`config.mk`:
```
export PLATFORM = sky130hd
export DESIGN_NAME = demux8_collector
export DESIGN_NICKNAME = d
export VERILOG_FILES = /design/src/rtl/demux8_collector.sv
export SDC_FILE = /design/constraint.sdc
export NUM_CORES = 1
export LEC_CHECK = 0
export ABC_AREA = 0
export CORE_UTILIZATION = 40
export DETAILED_ROUTE_END_ITERATION = 10
export PLACE_DENSITY = 0.67
export SETUP_SLACK_MARGIN = 0.15
export SLEW_MARGIN = 20
export SYNTH_ARGS = -nofsm -noshare
export SYNTH_HDL_FRONTEND = slang
export SYNTH_SLANG_ARGS = --single-unit
```
`constraint.sdc`:
```
create_clock -name CLK -period 2.23 [get_ports CLK]
set_clock_uncertainty 0.1 [all_clocks]
set_input_delay 0.223 -clock CLK [delete_from_list [all_inputs] [get_ports CLK]]
set_output_delay 0.223 -clock CLK [all_outputs]
set_load 0.005 [all_outputs]
```
`src/rtl/demux8_collector.sv`:
```
// Lane collector: steers tagged lane writes into an 8-lane word and presents it once all lanes are written (VALID_OUT 1 cycle after final write).
// READY_OUT low while a completed word waits for READY_IN; optional DEMUX8_FLUSH_EN adds FLUSH to release a partial frame early.
module demux8_collector #(
  parameter int DATA_W = 1
) (
  input  logic                CLK,
  input  logic                RST_N,
  input  logic [DATA_W-1:0]   DATA_IN,
  input  logic [2:0]          SELECT,
  input  logic                VALID_IN,
  output logic                READY_OUT,
  output logic [8*DATA_W-1:0] DATA_OUT,
  output logic [7:0]          LANE_MASK,
  output logic                VALID_OUT,
  input  logic                READY_IN,
  output logic                DUP_ERR
`ifdef DEMUX8_FLUSH_EN
  ,
  input  logic                FLUSH
`endif
);

  typedef enum logic {
    S_COLLECT = 1'b0,
    S_HOLD    = 1'b1
  } state_t;

  state_t              r_state;
  state_t              w_next_state;
  logic [8*DATA_W-1:0] r_data;
  logic [8*DATA_W-1:0] w_next_data;
  logic [7:0]          r_mask;
  logic [7:0]          w_next_mask;
  logic                r_dup;
  logic                w_next_dup;
  logic                w_write;
  logic                w_flush;

`ifdef DEMUX8_FLUSH_EN
  assign w_flush = FLUSH;
`else
  assign w_flush = 1'b0;
`endif

  assign READY_OUT = (r_state == S_COLLECT);
  assign VALID_OUT = (r_state == S_HOLD);
  assign DATA_OUT  = r_data;
  assign LANE_MASK = r_mask;
  assign DUP_ERR   = r_dup;
  assign w_write   = VALID_IN && READY_OUT;

  always_ff @(posedge CLK) begin
    if (!RST_N) begin
      r_state <= S_COLLECT;
      r_data  <= '0;
      r_mask  <= '0;
      r_dup   <= 1'b0;
    end else begin
      r_state <= w_next_state;
      r_data  <= w_next_data;
      r_mask  <= w_next_mask;
      r_dup   <= w_next_dup;
    end
  end

  always_comb begin
    w_next_state = r_state;
    w_next_data  = r_data;
    w_next_mask  = r_mask;
    w_next_dup   = 1'b0;
    case (r_state)
      S_COLLECT: begin
        if (w_write) begin
          w_next_data[SELECT*DATA_W +: DATA_W] = DATA_IN;
          w_next_dup          = r_mask[SELECT];
          w_next_mask[SELECT] = 1'b1;
        end
        // Flush sees the mask including this cycle's write, so write-then-flush works.
        if ((w_next_mask == 8'hFF) || (w_flush && (w_next_mask != 8'h00)))
          w_next_state = S_HOLD;
      end
      S_HOLD: begin
        if (READY_IN) begin
          w_next_state = S_COLLECT;
          w_next_data  = '0;
          w_next_mask  = '0;
        end
      end
      default: w_next_state = S_COLLECT;
    endcase
  end

endmodule

```
==> results by group, run 1 <==
Outcome
  – Result of the run: finished, final reports clean

Critical path
  – CP endpoint kind: register
  – Critical Path Most Common Cell: ha_1
  – FF-to-FF path depth: 4
  – RR Startpoint: VALID_OUT$_SDFF_PN0_
  – CP peak stage delay: around 0.48 ns
  – Critical path type: in -> reg
  – Crit path from: SELECT[0]
  – Reg-to-Reg End: VALID_OUT$_SDFF_PN0_
  – Reg2reg setup slack: 0.53 ns
  – Worst-path maximum fanout: 6
  – Startpoint types: input pin
  – Crit path cell chain: clkdlybuf4s50_1 > inv_1 > ha_1 > ha_1 > or2_0 > or3_1 > a21boi_1
  – Critical path arrival: 2.09 ns
  – Critical Path RT: 2.37 ns
  – CP max-delay cell: clkdlybuf4s50_1

Floorplan
  – Initial Util: a little over two fifths
  – Chip Width: between 50 and 60 um
  – Die area: ~2700 sq um
  – Die Y: about 52 um
  – Total core area: 2280 sq um
  – Rows: 17
  – IO Count: 27

Routing
  – Average detailed-routed wire length per instance: 14.4 um
  – DRC viols: 0
  – Via density: 5.65
  – Starting DRT DRC Count: 23
  – WL final: 2460 um
  – Post-route ant nets: 0
  – Drt first pass iters: 4
  – Vias: 967

Final layout
  – Most frequent cells in the layout: clkdlybuf4s50_1, dfxtp_1, nor2_1, nand2_1
  – Post-Layout Cell Count: between 150 and 200
  – Layout cells sized above 1: 11.9%
  – Commonest non-fill, non-tap cell in the layout: clkdlybuf4s50_1
  – Syn-to-layout area delta: 36.3%
  – Nets: 157
  – Antenna cells: 0

Synthesis
  – Top FF cell, synth: dfxtp_1
  – Mapped Avg Cell Area: 8.86 sq um
  – Async SR Flop Fraction: 0%
  – Cell area after synthesis: 992 sq um
  – Sequential fraction of the synthesis area: 36.3%
  – Post-synth EDFFs: 0
  – Syn Nets: approximately 130
  – Register bit count reported by yosys: 18
  – Distinct cell type count after synthesis: 38
  – Mapped Cells: roughly 110
  – Ys Warns: 0

Clock network
  – Worst-path clk slew: about 0.11 ns
  – CTS sink cnt: 18
  – CTS resizes: 0
  – Max H-tree Level: 1
  – Setup bufs post-CTS: 0
  – TritonCTS Buffers: 3
  – Bufs on Longest Clock Path: 2
  – Insertion delay to the later sink of the worst-skew pair: around 0.30 ns
  – Hold-fix buffers, CTS: 0
  – CTS tree: done
  – Clock Root Buffer: clkbuf_4

GRT
  – Largest net degree at the start of global routing: 14
  – Grt total ovfl: 0
  – Vias in the first global route: 859
  – Initial antenna violation count: 0
  – First-pass GRT wire length: 4050 um
  – Total Routing Usage GR: 20.9%

Hold path
  – Worst Hold End: DATA_OUT[5]$_SDFFE_PN0P_
  – Worst Hold Class: reg -> reg
  – WHS Path Cells: 2
  – Min-delay src: DATA_OUT[5]$_SDFFE_PN0P_

Power
  – LEAKAGE: 0.539 nW
  – P per Cell Area: 486 nW/um^2
  – Peak VDD IR: between 400 and 500 uV

STA
  – Max Freq: 512 MHz
  – Slack of the critical path: 0.278 ns
  – Slew HR: about 70%
  – Max Transition Viols Final: 0
  – RSZ-0062 raised after global routing: false
  – Worst slew pin tran: 0.451 ns
  – Final setup viols: 0
  – Final Hold Viols: 0
  – Final critical-path required period: 1.95 ns
  – Tcrit/Tclk final: 87.5%

Placed design
  – IO buf count: 26
  – Placed Instances: 167
  – DP Worst Slack: -0.0177 ns
  – Detail Placement HPWL: roughly 1900 um
  – Final RePlAce weighted congestion: 0.844

Flow run
  – Max Cap Viol: 0
## worst max path at each step
stage | to | slack [ns]
after detailed placement | DATA_OUT[5]$_SDFFE_PN0P_ | -0.02
after global routing | DATA_OUT[1]$_SDFFE_PN0P_ | 0.20
after global placement | DATA_OUT[1]$_SDFFE_PN0P_ | 0.02
final | DATA_OUT[5]$_SDFFE_PN0P_ | 0.28
after floorplan | DATA_OUT[5]$_SDFFE_PN0P_ | 0.34
after CTS | DATA_OUT[5]$_SDFFE_PN0P_ | 0.30
## report_power, final
group          leakage [nW]  internal [mW]  switching [mW]
Clock                0.0210         0.0995           0.108
Sequential            0.146          0.328         0.00586
Combinational         0.372         0.0568          0.0590
Total                 0.539          0.484           0.173
## routing by layer
| metal | GRT usage, % | vias up | part of all wire, % |
|---|---|---|---|
| met5 | 0 | - | 0 |
| met4 | 8.56 | 0 | 0.69 |
| met3 | 3.80 | 2 | 5.5 |
| met2 | 31.6 | 38 | 47 |
| met1 | 29.2 | 450 | 47 |
| li1 | - | 477 | - |
## worst max-delay path: cells and delay by family
| family | cells | cell delay, ns |
|---|---|---|
| AND/OR/NAND/NOR | 2 | 0.69 |
| buffers and inverters | 2 | 0.54 |
| adder cells (fa/ha/maj) | 2 | 0.51 |
| AO/OA/AOI/OAI | 1 | 0.12 |
## logic make-up after synthesis
logic type,after synthesis,synth area share [%]
flip-flops,18,36.3
adder cells (fa/ha/maj),5,6.31
AND/OR/NAND/NOR,44,24.1
buffers and inverters,12,5.04
multiplexers,4,6.56
AO/OA/AOI/OAI,29,21.7
## Yosys cell counts, types with 4 or more instances
library cell	count	area [sq um]
dfxtp_1	18	360
nor2_1	11	41.3
nand2_1	9	33.8
nor2b_1	8	50.1
ha_1	5	62.6
inv_1	5	18.8
a31oi_1	4	25.0
buf_2	4	20.0
## cell type report
class	instances	area, sq um
multi-input combinational	82	582
clock buffer	4	36.3
timing repair buffer	34	320
fill	199	923
inverter	5	18.8
sequential	18	360
tap	28	35.0
## metrics by stage
| step | power (mW) | cell area (sq um) | hold WS (ns) | utilization, % | TNS [ns] |
|---|---|---|---|---|---|
| floorplan | 0.403 | 992 | 0.284 | - | 0 |
| finish | 0.657 | 1350 | 0.415 | 59.4 | 0 |
| global placement | 0.454 | 1320 | 0.392 | 57.8 | 0 |
| detailed placement | 0.455 | 1320 | 0.405 | 57.8 | -0.0177 |
| CTS | 0.662 | 1350 | 0.422 | 59.4 | 0 |
| global route | 0.689 | 1350 | 0.443 | 59.4 | 0 |
## flip-flops by register name (all words and copies together), names as in the netlist
| name | flops |
|---|---|
| DATA_OUT | 8 |
| DUP_ERR | 1 |
| LANE_MASK | 8 |
| VALID_OUT | 1 |
(Power assumes the default switching activity.)
==> run 2: changes to the inputs <==
--- a/config.mk
+++ b/config.mk
@@ -6,9 +6,10 @@
 export NUM_CORES = 1
 export LEC_CHECK = 0
 export ABC_AREA = 0
-export CORE_UTILIZATION = 40
+export CORE_UTILIZATION = 60
 export DETAILED_ROUTE_END_ITERATION = 10
-export PLACE_DENSITY = 0.67
+export DONT_BUFFER_PORTS = 1
+export PLACE_DENSITY = 0.75
 export SETUP_SLACK_MARGIN = 0.15
 export SLEW_MARGIN = 20
 export SYNTH_ARGS = -nofsm -noshare
==> results by group, run 2 (same netlist as run 1, synthesis figures left out) <==
Critical path
  – Reg-to-Reg End: DUP_ERR$_SDFF_PP0_ (was VALID_OUT$_SDFF_PN0_)
  – RR Startpoint: LANE_MASK[7]$_SDFFE_PN0P_ (was VALID_OUT$_SDFF_PN0_)
  – Worst-path maximum fanout: 4 (was 6)
  – CP peak stage delay: 0.54 ns (was 0.48 ns)
  – CP max-delay cell: dlygate4sd3_1 (was clkdlybuf4s50_1)
  – CP endpoint kind: register (unchanged)
  – Crit path cell chain: mux4_2 > nand2_1 > a21oi_1 > dlygate4sd3_1 (was clkdlybuf4s50_1 > inv_1 > ha_1 > ha_1 > or2_0 > or3_1 > a21boi_1)
  – Reg2reg setup slack: 0.51 ns (was 0.53 ns)
  – Critical Path RT: 2.32 ns (was 2.37 ns)
  – FF-to-FF path depth: 4 (unchanged)
  – Startpoint types: register (was input pin)
  – Critical path type: reg -> reg (was in -> reg)
  – Critical path arrival: 1.81 ns (was 2.09 ns)

Power
  – Seq pwr share: 55.3% (was 50.8%)
  – LEAKAGE: 0.422 nW (was 0.539 nW)
  – P per Cell Area: 578 nW/um^2 (was 486 nW/um^2)
  – Clock power frac: 33.3% (was 31.6%)
  – Logic pwr share: 11.4% (was 17.6%)
  – Switching part of the total: 24.6% (was 26.3%)
  – Peak VDD IR: 438 uV (was 410 uV)
  – Internal: 0.457 mW (was 0.484 mW)
  – Psw: 0.149 mW (was 0.173 mW)

Floorplan
  – Rows: 14 (was 17)
  – IO Count: 27 (unchanged)
  – Chip Width: 42.7 um (was 51.8 um)
  – Die Y: 42.7 um (was 51.8 um)
  – Die area: 1820 sq um (was 2680 sq um)
  – Total core area: 1520 sq um (was 2280 sq um)
  – Initial Util: 65.1% (was 43.6%)

Hold path
  – Worst Hold Class: in -> reg (was reg -> reg)
  – Min-delay src: RST_N (was DATA_OUT[5]$_SDFFE_PN0P_)
  – Worst Hold End: DATA_OUT[6]$_SDFFE_PN0P_ (was DATA_OUT[5]$_SDFFE_PN0P_)
  – WHS Path Cells: 2 (unchanged)

GRT
  – Largest net degree at the start of global routing: 15 (was 14)
  – Vias in the first global route: 792 (was 859)
  – Total Routing Usage GR: 26.0% (was 20.9%)
  – Initial antenna violation count: 0 (unchanged)
  – First-pass GRT wire length: 3550 um (was 4050 um)
  – Grt total ovfl: 0 (unchanged)

Routing
  – DRC viols: 0 (unchanged)
  – Starting DRT DRC Count: 40 (was 23)
  – Via density: 6.51 (was 5.65)
  – Average detailed-routed wire length per instance: 17.0 um (was 14.4 um)
  – Vias: 833 (was 967)
  – Drt first pass iters: 4 (unchanged)
  – WL final: 2180 um (was 2460 um)
  – Post-route ant nets: 0 (unchanged)

Final layout
  – Most frequent cells in the layout: dfxtp_1, nor2_1, nand2_1, nor2b_1 (was clkdlybuf4s50_1, dfxtp_1, nor2_1, nand2_1)
  – Commonest non-fill, non-tap cell in the layout: dfxtp_1 (was clkdlybuf4s50_1)
  – Syn-to-layout area delta: 5.55% (was 36.3%)
  – Layout cells sized above 1: 8.04% (was 11.9%)
  – Post-route cell area: 1050 sq um (was 1350 sq um)
  – Reg area: 360 sq um (unchanged)
  – Layout filler cell count: 126 (was 199)
  – Nets: 126 (was 157)
  – Antenna cells: 0 (unchanged)
  – Area of the multi-input gates: 582 sq um (unchanged)

Clock network
  – Clock Root Buffer: clkbuf_4 (unchanged)
  – CTS sink cnt: 18 (unchanged)
  – Max H-tree Level: 1 (unchanged)
  – TritonCTS Buffers: 3 (unchanged)
  – CTS tree: done (unchanged)
  – Bufs on Longest Clock Path: 2 (unchanged)
  – Insertion delay to the later sink of the worst-skew pair: 0.29 ns (was 0.30 ns)
  – Setup bufs post-CTS: 0 (unchanged)
  – Worst-path clk slew: 0.10 ns (was 0.11 ns)

STA
  – Final setup viols: 0 (unchanged)
  – Final Hold Viols: 0 (unchanged)
  – Max Freq: 580 MHz (was 512 MHz)
  – Tcrit/Tclk final: 77.3% (was 87.5%)
  – Final critical-path required period: 1.72 ns (was 1.95 ns)
  – Slack of the critical path: 0.506 ns (was 0.278 ns)
  – Worst slew pin tran: 0.575 ns (was 0.451 ns)
  – Slew HR: 61.5% (was 69.7%)
  – Max Transition Viols Final: 0 (unchanged)
  – Setup TNS Final: 0 ns (unchanged)
  – RSZ-0062 raised after global routing: false (unchanged)

Outcome
  – Result of the run: finished, final reports clean (unchanged)

Placed design
  – DP Worst Slack: 0.433 ns (was -0.0177 ns)
  – Final RePlAce weighted congestion: 0.812 (was 0.844)
  – Placed instance area: 981 sq um (was 1320 sq um)
  – Detail Placement HPWL: 1540 um (was 1870 um)
  – IO buf count: 0 (was 26)

Flow run
  – Max Cap Viol: 0 (unchanged)
## run 2: cell types whose count changed in the layout (fill, tap and decap cells not counted)
cell,change
dlygate4sd3_1,+3
clkdlybuf4s50_1,-26
buf_4,-8
## run 2: timing repair
item | 4_1_cts | 5_1_grt
hold endpoints to repair | 8 | 0
endpoints found under the setup margin | 0 | 0
resized for setup | 0 | 0
hold buffers | 3 | 0
## run 2: worst max path at each step
stage / startpoint / to / cells after the start
after floorplan: SELECT[0] / DATA_OUT[5]$_SDFFE_PN0P_ / 8
after CTS: LANE_MASK[7]$_SDFFE_PN0P_ / DUP_ERR$_SDFF_PP0_ / 4
final: LANE_MASK[7]$_SDFFE_PN0P_ / DUP_ERR$_SDFF_PP0_ / 4
after global routing: VALID_OUT$_SDFF_PN0_ / DUP_ERR$_SDFF_PP0_ / 4
after detailed placement: SELECT[0] / DATA_OUT[4]$_SDFFE_PN0P_ / 7
after global placement: SELECT[0] / DATA_OUT[5]$_SDFFE_PN0P_ / 6
## run 2: per-stage QoR
step	hold WS, ns	total power [mW]	cells	util [%]
after floorplan	0.284	0.403	112	-
after global placement	0.249	0.403	121	64.4
after detailed placement	0.254	0.405	121	64.4
after CTS	0.00936	0.606	128	68.7
after global routing	0.0167	0.626	128	68.7
final	0.00981	0.606	128	68.7
## run 2: routing by layer
layer | up-vias | track usage [%] | routed length [um]
met5 | - | 0 | 0
met4 | 0 | 10.6 | 22
met3 | 5 | 5.11 | 155
met2 | 35 | 37.0 | 987
met1 | 385 | 38.2 | 1010
li1 | 408 | - | -
## run 2: power groups by stage
stage                     logic, mW  clock network (mW)  registers [mW]
after floorplan              0.0626                   0           0.340
after global placement       0.0607                   0           0.342
after detailed placement     0.0626                   0           0.342
after CTS                    0.0678               0.204           0.335
after global routing         0.0760               0.214           0.336
final                        0.0692               0.202           0.335
## run 2: cell type report
type | count | area share, %
Multi-Input combinational cell | 82 | 55.6
Sequential cell | 18 | 34.4
Clock buffer | 4 | 3.46
Timing Repair Buffer | 3 | 2.87
Tap cell | 16 | 1.91
Inverter | 5 | 1.79
## run 2: critical path, delay by kind of cell (launching register included)
family          cells  cell delay [ns]
buf+inv             1             0.54
compound gates      1             0.06
simple gates        1             0.08
mux                 1             0.48
flops               1             0.37
==> run 3: changes to the inputs <==
==> constraint.sdc (replaced) <==
create_clock -name CLK -period 1.6 [get_ports CLK]
set_clock_uncertainty 0.1 [all_clocks]
set_input_delay 0.16 -clock CLK [delete_from_list [all_inputs] [get_ports CLK]]
set_output_delay 0.16 -clock CLK [all_outputs]
set_load 0.005 [all_outputs]
==> results by group, run 3 (same netlist as run 1, synthesis figures left out) <==
Outcome
  – Result of the run: finished with violations (was finished, final reports clean)
  – Failing checks: hold timing

Critical path
  – FF-to-FF path depth: 5 (was 4)
  – Crit path depth: 5 (was 4)
  – Critical Path RT: 1.70 ns (was 2.32 ns)
  – CP Buf/Inv Count: 1 (unchanged)
  – CP max-delay cell: dfxtp_4 (was dlygate4sd3_1)
  – CP peak stage delay: 0.40 ns (was 0.54 ns)
  – Reg-to-Reg End: VALID_OUT$_SDFF_PN0_ (was DUP_ERR$_SDFF_PP0_)
  – CP endpoint kind: register (unchanged)
  – Reg2reg setup slack: 0.19 ns (was 0.51 ns)
  – Startpoint types: register (unchanged)
  – Critical path arrival: 1.51 ns (was 1.81 ns)
  – Critical path type: reg -> reg (unchanged)
  – Crit path cell chain: nor3b_4 > buf_4 > a21o_1 > a221o_1 > o211a_1 (was mux4_2 > nand2_1 > a21oi_1 > dlygate4sd3_1)
  – RR Startpoint: VALID_OUT$_SDFF_PN0_ (was LANE_MASK[7]$_SDFFE_PN0P_)
  – Largest delay contributor family on the critical path: compound AO/OA/AOI/OAI gates (was buffers and inverters)
  – Crit path from: VALID_OUT$_SDFF_PN0_ (was LANE_MASK[7]$_SDFFE_PN0P_)
  – Worst-path maximum fanout: 5 (was 4)

STA
  – RSZ-0062 raised after global routing: true (was false)
  – Worst slew pin tran: 0.552 ns (was 0.575 ns)
  – Final critical-path required period: 1.41 ns (was 1.72 ns)
  – Final setup viols: 0 (unchanged)
  – Final Hold Viols: 1 (was 0)
  – Slew HR: 63.0% (was 61.5%)
  – Setup TNS Final: 0 ns (unchanged)
  – Max Transition Viols Final: 0 (unchanged)
  – Tcrit/Tclk final: 88.4% (was 77.3%)
  – WHS: -0.103 ns (was 0.00981 ns)
  – Max Freq: 707 MHz (was 580 MHz)

Power
  – Switching part of the total: 25.9% (was 24.6%)
  – Seq pwr share: 56.0% (was 55.3%)
  – Peak VDD IR: 673 uV (was 438 uV)
  – Clock power frac: 28.6% (was 33.3%)
  – Internal: 0.615 mW (was 0.457 mW)
  – Psw: 0.215 mW (was 0.149 mW)
  – P per Cell Area: 728 nW/um^2 (was 578 nW/um^2)
  – Logic pwr share: 15.4% (was 11.4%)
  – LEAKAGE: 0.448 nW (was 0.422 nW)

Routing
  – WL final: 2410 um (was 2180 um)
  – Vias: 897 (was 833)
  – Starting DRT DRC Count: 24 (was 40)
  – Average detailed-routed wire length per instance: 17.8 um (was 17.0 um)
  – Post-route ant nets: 0 (unchanged)
  – DRC viols: 0 (unchanged)
  – Via density: 6.64 (was 6.51)
  – Drt first pass iters: 4 (unchanged)

GRT
  – Vias in the first global route: 917 (was 792)
  – Initial antenna violation count: 0 (unchanged)
  – First-pass GRT wire length: 3880 um (was 3550 um)
  – Met3 Use GR: 5.53% (was 5.11%)
  – Grt total ovfl: 0 (unchanged)
  – Largest net degree at the start of global routing: 14 (was 15)
  – Total Routing Usage GR: 28.0% (was 26.0%)
  – Met1 Use GR: 32.4% (was 38.2%)
  – Met2 Track Usage GR: 49.1% (was 37.0%)
  – Most Crowded Layer GR: met2 (was met1)

Final layout
  – Reg area: 364 sq um (was 360 sq um)
  – Most frequent cells in the layout: dfxtp_1, nor2_1, nand2_1, nor2b_1 (unchanged)
  – Syn-to-layout area delta: 14.9% (was 5.55%)
  – Post-route cell area: 1140 sq um (was 1050 sq um)
  – Layout cells sized above 1: 16.8% (was 8.04%)
  – Commonest non-fill, non-tap cell in the layout: dfxtp_1 (unchanged)
  – Area of the multi-input gates: 618 sq um (was 582 sq um)
  – Final core utilization: 74.8% (was 68.7%)
  – Antenna cells: 0 (unchanged)
  – Layout filler cell count: 123 (was 126)
  – Nets: 133 (was 126)

Floorplan
  – Chip Width: 42.7 um (unchanged)
  – Die Y: 42.7 um (unchanged)
  – IO Count: 27 (unchanged)
  – Initial Util: 65.1% (unchanged)
  – Total core area: 1520 sq um (unchanged)
  – Rows: 14 (unchanged)
  – Die area: 1820 sq um (unchanged)

Clock network
  – Setup bufs post-CTS: 0 (unchanged)
  – Insertion delay to the later sink of the worst-skew pair: 0.30 ns (was 0.29 ns)
  – Bufs on Longest Clock Path: 2 (unchanged)
  – Max H-tree Level: 1 (unchanged)
  – Worst-path clk slew: 0.10 ns (about the same)
  – TritonCTS Buffers: 3 (unchanged)
  – Clock Root Buffer: clkbuf_4 (unchanged)
  – CTS sink cnt: 18 (unchanged)
  – Hold-fix buffers, CTS: 5 (was 3)
  – CTS tree: done (unchanged)

Hold path
  – Worst Hold Class: in -> reg (unchanged)
  – WHS Path Cells: 2 (unchanged)
  – Min-delay src: SELECT[0] (was RST_N)
  – Worst Hold End: DUP_ERR$_SDFF_PP0_ (was DATA_OUT[6]$_SDFFE_PN0P_)

Placed design
  – Placed instance area: 1050 sq um (was 981 sq um)
  – IO buf count: 0 (unchanged)
  – Final RePlAce weighted congestion: 0.826 (was 0.812)
  – Detail Placement HPWL: 1670 um (was 1540 um)

Flow run
  – Max Cap Viol: 0 (unchanged)
## run 3: changes by cell type in the layout (fill, tap and decap cells not counted), moves of 2 or more
cell           previous run  this run
ha_1                      5         3
inv_1                     5         3
ha_4                      0         2
buf_4                     0         5
dlygate4sd3_1             3         5
inv_4                     0         2
## run 3: worst max path at each step
stage                          endpoint  slack (ns)
2_1_floorplan  DATA_OUT[5]$_SDFFE_PN0P_        0.04
3_3_place_gp   DATA_OUT[4]$_SDFFE_PN0P_        0.05
3_5_place_dp   DATA_OUT[4]$_SDFFE_PN0P_        0.05
4_1_cts        DATA_OUT[0]$_SDFFE_PN0P_        0.17
5_1_grt            VALID_OUT$_SDFF_PN0_        0.12
6_report           VALID_OUT$_SDFF_PN0_        0.19
## run 3: through the flow
step | hold slack, ns | worst slack, ns | cells | total power [mW]
floorplan | 0.221 | 0.0429 | 112 | 0.580
global placement | 0.190 | 0.0530 | 126 | 0.580
detailed placement | 0.185 | 0.0506 | 126 | 0.582
CTS | -0.127 | 0.169 | 135 | 0.832
global route | -0.107 | 0.118 | 135 | 0.858
finish | -0.103 | 0.186 | 135 | 0.830
## run 3: cell type report
cell class / count / share of cell area (%)
Clock buffer: 4 / 2.31
Sequential cell: 18 / 31.9
Multi-Input combinational cell: 82 / 54.2
Timing Repair Buffer: 10 / 7.68
Inverter: 5 / 2.09
Tap cell: 16 / 1.76
## run 3: layer usage
metal	wire length, um	share of wire [%]
met1	990	41
met2	1270	53
met3	121	5.0
met4	25	1.0
met5	0	0
## run 3: power groups by stage
| stage | logic (mW) | clock network (mW) | registers, mW |
|---|---|---|---|
| finish | 0.128 | 0.237 | 0.465 |
| global route | 0.138 | 0.253 | 0.466 |
| CTS | 0.122 | 0.245 | 0.465 |
| detailed placement | 0.106 | 0 | 0.475 |
| global placement | 0.105 | 0 | 0.475 |
| floorplan | 0.108 | 0 | 0.473 |
## run 3: what timing repair did
item / in CTS / in global routing
endpoints found under the hold margin: 13 / 1
resized for setup: 0 / 2
endpoints found under the setup margin: 0 / 12
